==> config.mk <==
export PLATFORM = sky130hd
export DESIGN_NAME = axi_exclusive_monitor
export DESIGN_NICKNAME = d
export VERILOG_FILES = /design/src/rtl/axi_exclusive_monitor.sv
export SDC_FILE = /design/constraint.sdc
export NUM_CORES = 1
export LEC_CHECK = 0
export BUFFER_PORTS_ARGS = -buffer_cell sky130_fd_sc_hd__buf_2
export CAP_MARGIN = 20
export CORE_AREA = 2 2 148 150
export DETAILED_ROUTE_END_ITERATION = 10
export DIE_AREA = 0 0 150 152
export GPL_TIMING_DRIVEN = 0
export PLACE_DENSITY = 0.54
export SETUP_SLACK_MARGIN = 0.3
export SLEW_MARGIN = 30
export SYNTH_ARGS = -nofsm -noshare
export SYNTH_HDL_FRONTEND = slang
export SYNTH_SLANG_ARGS = --single-unit
==> constraint.sdc <==
create_clock -name clk -period 2.6 [get_ports clk]
set_clock_uncertainty 0.2 [all_clocks]
set_input_delay 0.65 -clock clk [delete_from_list [all_inputs] [get_ports clk]]
set_output_delay 0.65 -clock clk [all_outputs]
set_load 0.005 [all_outputs]
==> src/rtl/axi_exclusive_monitor.sv <==
// axi_exclusive_monitor
//   Sits between a CPU AXI4 master and a memory AXI4 slave and forwards all
//   five channels with no added latency. It tracks a single exclusive
//   reservation so that LR/SC sequences can be built from AXI locked accesses:
//     - a locked single-beat read sets the reservation to its address and
//       reports EXOKAY instead of OKAY;
//     - a locked single-beat write to the reserved address goes through and
//       reports EXOKAY;
//     - any other locked write is sent to memory with WSTRB=0 (a no-op) and
//       reports whatever memory returns (OKAY for a good address).
//   Any write whose address equals the reservation clears it.
//
// Ports
//   clk, rst_n          clock (rising edge), asynchronous active-low reset
//   cpu_axi_*           slave-side port facing the CPU (with AWLOCK/ARLOCK)
//   memory_axi_*        master-side port facing memory (no lock signals)
//
// Handshake rules: a transfer happens on a rising edge where VALID and READY
// of the channel are both high. VALID and READY pass straight through, except
// that AW/AR are held off (valid and ready both forced low) while a previous
// write/read of the same direction is outstanding, and W is held off until
// its AW has been accepted. Only one write and one read are in flight at once.
module axi_exclusive_monitor #(
    parameter int ADDR_WIDTH = 32,
    parameter int DATA_WIDTH = 32,
    parameter int ID_WIDTH   = 4
) (
    input  logic                    clk,
    input  logic                    rst_n,

    input  logic                    cpu_axi_awvalid,
    input  logic [ADDR_WIDTH-1:0]   cpu_axi_awaddr,
    input  logic [7:0]              cpu_axi_awlen,
    input  logic [2:0]              cpu_axi_awsize,
    input  logic [1:0]              cpu_axi_awburst,
    input  logic [ID_WIDTH-1:0]     cpu_axi_awid,
    input  logic                    cpu_axi_awlock,
    output logic                    cpu_axi_awready,

    input  logic                    cpu_axi_wvalid,
    input  logic [DATA_WIDTH-1:0]   cpu_axi_wdata,
    input  logic [DATA_WIDTH/8-1:0] cpu_axi_wstrb,
    input  logic                    cpu_axi_wlast,
    output logic                    cpu_axi_wready,

    output logic                    cpu_axi_bvalid,
    output logic [1:0]              cpu_axi_bresp,
    output logic [ID_WIDTH-1:0]     cpu_axi_bid,
    input  logic                    cpu_axi_bready,

    input  logic                    cpu_axi_arvalid,
    input  logic [ADDR_WIDTH-1:0]   cpu_axi_araddr,
    input  logic [7:0]              cpu_axi_arlen,
    input  logic [2:0]              cpu_axi_arsize,
    input  logic [1:0]              cpu_axi_arburst,
    input  logic [ID_WIDTH-1:0]     cpu_axi_arid,
    input  logic                    cpu_axi_arlock,
    output logic                    cpu_axi_arready,

    output logic                    cpu_axi_rvalid,
    output logic [1:0]              cpu_axi_rresp,
    output logic [DATA_WIDTH-1:0]   cpu_axi_rdata,
    output logic [ID_WIDTH-1:0]     cpu_axi_rid,
    output logic                    cpu_axi_rlast,
    input  logic                    cpu_axi_rready,

    output logic                    memory_axi_awvalid,
    output logic [ADDR_WIDTH-1:0]   memory_axi_awaddr,
    output logic [7:0]              memory_axi_awlen,
    output logic [2:0]              memory_axi_awsize,
    output logic [1:0]              memory_axi_awburst,
    output logic [ID_WIDTH-1:0]     memory_axi_awid,
    input  logic                    memory_axi_awready,

    output logic                    memory_axi_wvalid,
    output logic [DATA_WIDTH-1:0]   memory_axi_wdata,
    output logic [DATA_WIDTH/8-1:0] memory_axi_wstrb,
    output logic                    memory_axi_wlast,
    input  logic                    memory_axi_wready,

    input  logic                    memory_axi_bvalid,
    input  logic [1:0]              memory_axi_bresp,
    input  logic [ID_WIDTH-1:0]     memory_axi_bid,
    output logic                    memory_axi_bready,

    output logic                    memory_axi_arvalid,
    output logic [ADDR_WIDTH-1:0]   memory_axi_araddr,
    output logic [7:0]              memory_axi_arlen,
    output logic [2:0]              memory_axi_arsize,
    output logic [1:0]              memory_axi_arburst,
    output logic [ID_WIDTH-1:0]     memory_axi_arid,
    input  logic                    memory_axi_arready,

    input  logic                    memory_axi_rvalid,
    input  logic [1:0]              memory_axi_rresp,
    input  logic [DATA_WIDTH-1:0]   memory_axi_rdata,
    input  logic [ID_WIDTH-1:0]     memory_axi_rid,
    input  logic                    memory_axi_rlast,
    output logic                    memory_axi_rready
);

    localparam logic [1:0] RESP_OKAY   = 2'b00;
    localparam logic [1:0] RESP_EXOKAY = 2'b01;

    logic                  res_valid_q,   res_valid_d;
    logic [ADDR_WIDTH-1:0] res_addr_q,    res_addr_d;
    logic                  wr_busy_q,     wr_busy_d;
    logic                  rd_busy_q,     rd_busy_d;
    logic                  wr_excl_ok_q,  wr_excl_ok_d;
    logic                  wr_suppress_q, wr_suppress_d;
    logic                  rd_excl_q,     rd_excl_d;

    logic aw_hs, b_hs, ar_hs, r_last_hs;
    logic aw_hits_res;
    logic aw_excl_ok;

    // Address/control fields pass straight through.
    assign memory_axi_awaddr  = cpu_axi_awaddr;
    assign memory_axi_awlen   = cpu_axi_awlen;
    assign memory_axi_awsize  = cpu_axi_awsize;
    assign memory_axi_awburst = cpu_axi_awburst;
    assign memory_axi_awid    = cpu_axi_awid;
    assign memory_axi_araddr  = cpu_axi_araddr;
    assign memory_axi_arlen   = cpu_axi_arlen;
    assign memory_axi_arsize  = cpu_axi_arsize;
    assign memory_axi_arburst = cpu_axi_arburst;
    assign memory_axi_arid    = cpu_axi_arid;
    assign memory_axi_wdata   = cpu_axi_wdata;
    assign memory_axi_wlast   = cpu_axi_wlast;

    // AW/AR are blocked while one of the same direction is outstanding.
    assign memory_axi_awvalid = cpu_axi_awvalid & ~wr_busy_q;
    assign cpu_axi_awready    = memory_axi_awready & ~wr_busy_q;
    assign memory_axi_arvalid = cpu_axi_arvalid & ~rd_busy_q;
    assign cpu_axi_arready    = memory_axi_arready & ~rd_busy_q;

    // W only flows once its AW has been accepted; a failed exclusive is
    // turned into a write with no byte lanes enabled.
    assign memory_axi_wvalid  = cpu_axi_wvalid & wr_busy_q;
    assign cpu_axi_wready     = memory_axi_wready & wr_busy_q;
    assign memory_axi_wstrb   = wr_suppress_q ? '0 : cpu_axi_wstrb;

    // Responses: OKAY is upgraded to EXOKAY only for a successful exclusive;
    // error responses from memory always pass through untouched.
    assign cpu_axi_bvalid     = memory_axi_bvalid;
    assign cpu_axi_bid        = memory_axi_bid;
    assign cpu_axi_bresp      = (wr_excl_ok_q && memory_axi_bresp == RESP_OKAY)
                                ? RESP_EXOKAY : memory_axi_bresp;
    assign memory_axi_bready  = cpu_axi_bready;

    assign cpu_axi_rvalid     = memory_axi_rvalid;
    assign cpu_axi_rdata      = memory_axi_rdata;
    assign cpu_axi_rid        = memory_axi_rid;
    assign cpu_axi_rlast      = memory_axi_rlast;
    assign cpu_axi_rresp      = (rd_excl_q && memory_axi_rresp == RESP_OKAY)
                                ? RESP_EXOKAY : memory_axi_rresp;
    assign memory_axi_rready  = cpu_axi_rready;

    assign aw_hs     = cpu_axi_awvalid & cpu_axi_awready;
    assign b_hs      = memory_axi_bvalid & cpu_axi_bready;
    assign ar_hs     = cpu_axi_arvalid & cpu_axi_arready;
    assign r_last_hs = memory_axi_rvalid & cpu_axi_rready & memory_axi_rlast;

    // The write check always looks at the reservation as it stood before
    // this cycle, even if a read is updating it at the same edge.
    assign aw_hits_res = res_valid_q & (res_addr_q == cpu_axi_awaddr);
    assign aw_excl_ok  = cpu_axi_awlock & (cpu_axi_awlen == 8'd0) & aw_hits_res;

    always_comb begin
        res_valid_d   = res_valid_q;
        res_addr_d    = res_addr_q;
        wr_busy_d     = wr_busy_q;
        rd_busy_d     = rd_busy_q;
        wr_excl_ok_d  = wr_excl_ok_q;
        wr_suppress_d = wr_suppress_q;
        rd_excl_d     = rd_excl_q;

        if (b_hs) begin
            wr_busy_d = 1'b0;
        end
        if (aw_hs) begin
            wr_busy_d     = 1'b1;
            wr_excl_ok_d  = aw_excl_ok;
            wr_suppress_d = cpu_axi_awlock & ~aw_excl_ok;
            if (aw_hits_res) begin
                res_valid_d = 1'b0;
            end
        end

        if (r_last_hs) begin
            rd_busy_d = 1'b0;
        end
        // Placed after the write update so a same-cycle exclusive read wins.
        if (ar_hs) begin
            rd_busy_d = 1'b1;
            rd_excl_d = cpu_axi_arlock & (cpu_axi_arlen == 8'd0);
            if (cpu_axi_arlock && cpu_axi_arlen == 8'd0) begin
                res_valid_d = 1'b1;
                res_addr_d  = cpu_axi_araddr;
            end
        end
    end

    always_ff @(posedge clk or negedge rst_n) begin
        if (!rst_n) begin
            res_valid_q   <= 1'b0;
            res_addr_q    <= '0;
            wr_busy_q     <= 1'b0;
            rd_busy_q     <= 1'b0;
            wr_excl_ok_q  <= 1'b0;
            wr_suppress_q <= 1'b0;
            rd_excl_q     <= 1'b0;
        end else begin
            res_valid_q   <= res_valid_d;
            res_addr_q    <= res_addr_d;
            wr_busy_q     <= wr_busy_d;
            rd_busy_q     <= rd_busy_d;
            wr_excl_ok_q  <= wr_excl_ok_d;
            wr_suppress_q <= wr_suppress_d;
            rd_excl_q     <= rd_excl_d;
        end
    end

endmodule

[Yosys cells after proc, flatten, opt, wreduce, memory -nomap -nowiden]
Index checks and enable logic that the tools add are counted.
Storage, ports and cells
  bits in registers: 38
  word-level logic and storage cells: 48
Cells by class
  eq/ne operators: 1
  mux-type cells: 11
  bitwise operators: 19
  reduce and logical (&&, ||, !) cells: 10
Operators with widths (number)
  == test 32 bit: 1
  bitwise AND 1 bit: 16
  logical NOT 8 bit: 2
  two-way mux 1 bit: 8
  logical NOT 2 bit: 2
  two-way mux 2 bit: 2
  two-way mux 4 bit: 1
  nonzero test 2 bit: 2
  logical AND 1 bit: 3
  NOT 1 bit: 3
  AND reduction 2 bit: 1

[Longest topological paths before layout]
  depth in word-level cells: 6
  depth in mapped cells: 6

[Worst setup path after synthesis]
OpenSTA, ideal clock, no wires.
  kind: input-to-reg
  start: input port cpu_axi_arlen[1]
  end: register res_addr_q[0]
  setup time: 0.125 ns
  arrival time: 1.778 ns
  data required time: 2.275 ns
  setup slack: 0.497 ns
  cell stages on the path: 4
  path through: nor4_1 > nand4b_4 > buf_6 > mux2_4
On the way
  longest elaborated chain between the ends: 3
RTL lines
  start: declaration: RTL line 53  | input logic [7:0] cpu_axi_arlen,
  logical NOT 8 bit: RTL line 197  | if (cpu_axi_arlock && cpu_axi_arlen == 8'd0) begin
  logical AND 1 bit: RTL line 197
  AND reduction 2 bit (no line)
  end signal: assignment: RTL line 215  | res_addr_q <= res_addr_d;
  end: declaration: RTL line 106  | logic [ADDR_WIDTH-1:0] res_addr_q, res_addr_d;
Every way passes these cells.
A chain may end at the register's enable or synchronous reset.

[Worst setup path in the final report]
  start: input port cpu_axi_arlen[1]
  end: register res_addr_q[19]
The elaborated chain is that of the path after synthesis.

==> metrics.txt <==
Final Hold Fails=0; r2r setup slk=0.59 ns; die span in y=152 microns; Max Fclk=0.464 GHz; Reg clk slew, reported paths=0.07 ns; Critical Path Sink Type=flip-flop; synth unique cells=28; Adder-Cell Fraction of Synth Area=0%; DRC errors left=0; status=finished clean; initial antenna violation count=0; Avg Cell Area, Syn=10.3 sq um; met2 Resource Use GR=19.1%; Power Dens Cells=347 nW/um^2; post-layout instance area=5360 sq um; Post-Synth Simple-Gate Area=8.09%; post-synth top area share=39.0%; Tcrit/Tclk final=82.8%; Final Max Slew Viols=0; CTS tree=built; I/O pin count=384; register bit count reported by yosys=38; GPL Wtd Cong=0.692; via count=3013; most area-hungry cell type in the Yosys netlist=buf_4; H-tree levels=2; Vias/cell=3.31; port bufs=292; Reg2Reg Depth=5; Setup crit start=cpu_axi_arlen[1]; post-CTS sizing=1; # nets final=823; RSZ-0062 raised after global routing=false; First DRT Iteration DRCs=46; grt ovf=0; Worst-Margin Slew=0.550 ns; final setup fails=0; # diodes=0; Compound-Gate Fraction of Synth Area=0.997%; Reg2Reg Capture Point=res_valid_q; Final Critical Period=2.15 ns; vias in the first global route=2842; Clock Tree Buf Depth=2; met1 usage=10.3%; hpwl dp=10.2 mm; worst-path maximum fanout=10; crit path capture=res_addr_q[19]; XOR/XNOR share of the synthesized area=8.27%; clk sinks=38; number of max-cap violations=0; Max IR drop VDD=0.000171 V; placement-stage cell area=5200 sq um; postcts setup bufs=0; Crit path required time=2.58 ns; num rows=54; post-synthesis mux area share=14.0%; crit path launch type=primary input; number of instances in the placed design=902; total CTS buffers=5; Die Area=22800 sq um; Arr. time, crit path=2.13 ns; DR pass1 iterations=4; Syn Nets=524; HP Class=in -> async; share of cells above drive strength 1=82.5%; YS warnings=0; leak pwr=3.24 nW; Synth Instances=330; grt met3 use=2.22%; antenna viol nets, final=0; hold_buf cts=0; Starting Density=15.9%; most used routing layer=met2; first-pass GRT wire length=16.2 mm; Clock Latency Late Sink=0.29 ns; area delta synth->final=58.2%; pre-CTS WS=-0.0905 ns; Final Non-Filler Cells=910; Die Span X=150 microns; top cells by area, synth=buf_4 39%, dfrtp_1 28%, mux2_4 12%; Max-Slew Margin vs Limit=63.3%; largest family of logic cells by synthesized area=buffers and inverters; gr usage total=9.71%; worst r2r src=res_addr_q[7]; post-synthesis sequential area ratio=28.1%; largest net degree at the start of global routing=39; CTS root buffer=clkbuf_16; Routed WL=11.8 mm; Placeable Area=21400 sq um; final design utilization=25.1%; WL per Instance=13.0 microns; post-route setup TNS=0 ns; slack of the critical path=0.447 ns; Syn Std Cell Area=3390 sq um; kind of critical path=in -> reg
[cell type report]
cell class / count / area [sq um]
Sequential cell: 38 / 951
Clock inverter: 2 / 12.5
Multi-Input combinational cell: 108 / 1070
Inverter: 3 / 11.3
Tap cell: 280 / 350
Fill cell: 2350 / 16000
Timing Repair Buffer: 292 / 1460
Clock buffer: 6 / 139
Buffer: 181 / 1360
[metrics by stage]
step | hold slack (ns) | power (mW)
2_1_floorplan | 0.154 | 0.925
3_3_place_gp | 0.275 | 1.23
3_5_place_dp | 0.288 | 1.24
4_1_cts | 0.168 | 1.92
5_1_grt | 0.185 | 1.99
6_report | 0.144 | 1.86
[logic make-up after synthesis]
kind of cell	Yosys count
and+or+nand+nor	38
AOI/OAI and AO/OA	5
muxes	33
xor gates and xnor gates	32
buffers and inverters	184
DFF	38
[critical path: stages]
cell and delay [ns]:
buf_2 0.11, nor4_1 0.49, nand4b_4 0.29, buf_6 0.27, mux2_4 0.31
[placed cells by master (no fill, tap or decap), drive strengths merged]
| master | netlist | final |
|---|---|---|
| nor4 | 10 | 10 |
| nand4 | 2 | 2 |
| clkinv | 0 | 1 |
| clkbuf | 2 | 8 |
| and2 | 2 | 2 |
| o21ai | 1 | 1 |
| dfrtp | 38 | 38 |
| buf | 179 | 471 |
| nand2 | 9 | 9 |
| mux2 | 32 | 32 |
| nor3 | 1 | 1 |
| inv | 3 | 3 |
| nor2 | 1 | 1 |
| nand4b | 1 | 1 |
| a21oi | 1 | 1 |
| clkinvlp | 0 | 1 |
| xnor2 | 4 | 4 |
| nand3 | 2 | 2 |
| a21o | 2 | 2 |
| a22o | 1 | 1 |
| xor2 | 28 | 28 |
| mux2i | 1 | 1 |
| or4 | 1 | 1 |
| and4 | 1 | 1 |
| nor2b | 8 | 8 |
[sequential cells by signal, indices dropped and copies added (netlist names)]
signal,flops
wr_busy_q,1
wr_suppress_q,1
rd_excl_q,1
wr_excl_ok_q,1
rd_busy_q,1
res_addr_q,32
res_valid_q,1
[metal layers]
| metal | vias to the layer above | wire length (microns) |
|---|---|---|
| met5 | - | 0 |
| met1 | 1340 | 4300 |
| met3 | 6 | 1020 |
| met4 | 0 | 95 |
| li1 | 1481 | - |
| met2 | 186 | 6420 |
[synth_stat cells]
master and number:
buf_4 176, dfrtp_1 38, mux2_4 28, xor2_1 28, nor4_1 8, nand2_1 7, nor2b_1 6, mux2_2 4
xnor2_1 4, buf_6 3, inv_1 3, a21o_1 2, and2_1 2, clkbuf_1 2, nand2_2 2, nand3_1 2
nand4_1 2, nor2b_2 2, nor4_4 2, a21oi_1 1, a22o_1 1, and4_1 1, mux2i_1 1, nand4b_4 1
nor2_1 1, nor3_1 1, o21ai_0 1, or4_4 1
[how the worst min path moves through the flow]
| stage | startpoint | end | slack (ns) | cells after the start |
|---|---|---|---|---|
| after floorplan | rst_n | rd_busy_q | 0.15 | 0 |
| after global placement | rd_excl_q | rd_excl_q | 0.27 | 2 |
| after detailed placement | rd_excl_q | rd_excl_q | 0.29 | 2 |
| after CTS | rst_n | res_addr_q[1] | 0.17 | 1 |
| after global routing | rst_n | res_addr_q[1] | 0.18 | 1 |
| final | rst_n | res_addr_q[1] | 0.14 | 1 |
[where the power goes]
part           switching [mW]  internal [mW]
clock network           0.267          0.381
logic                   0.215          0.368
registers              0.0201          0.609
No activity file was read; power rests on OpenSTA's default activity.
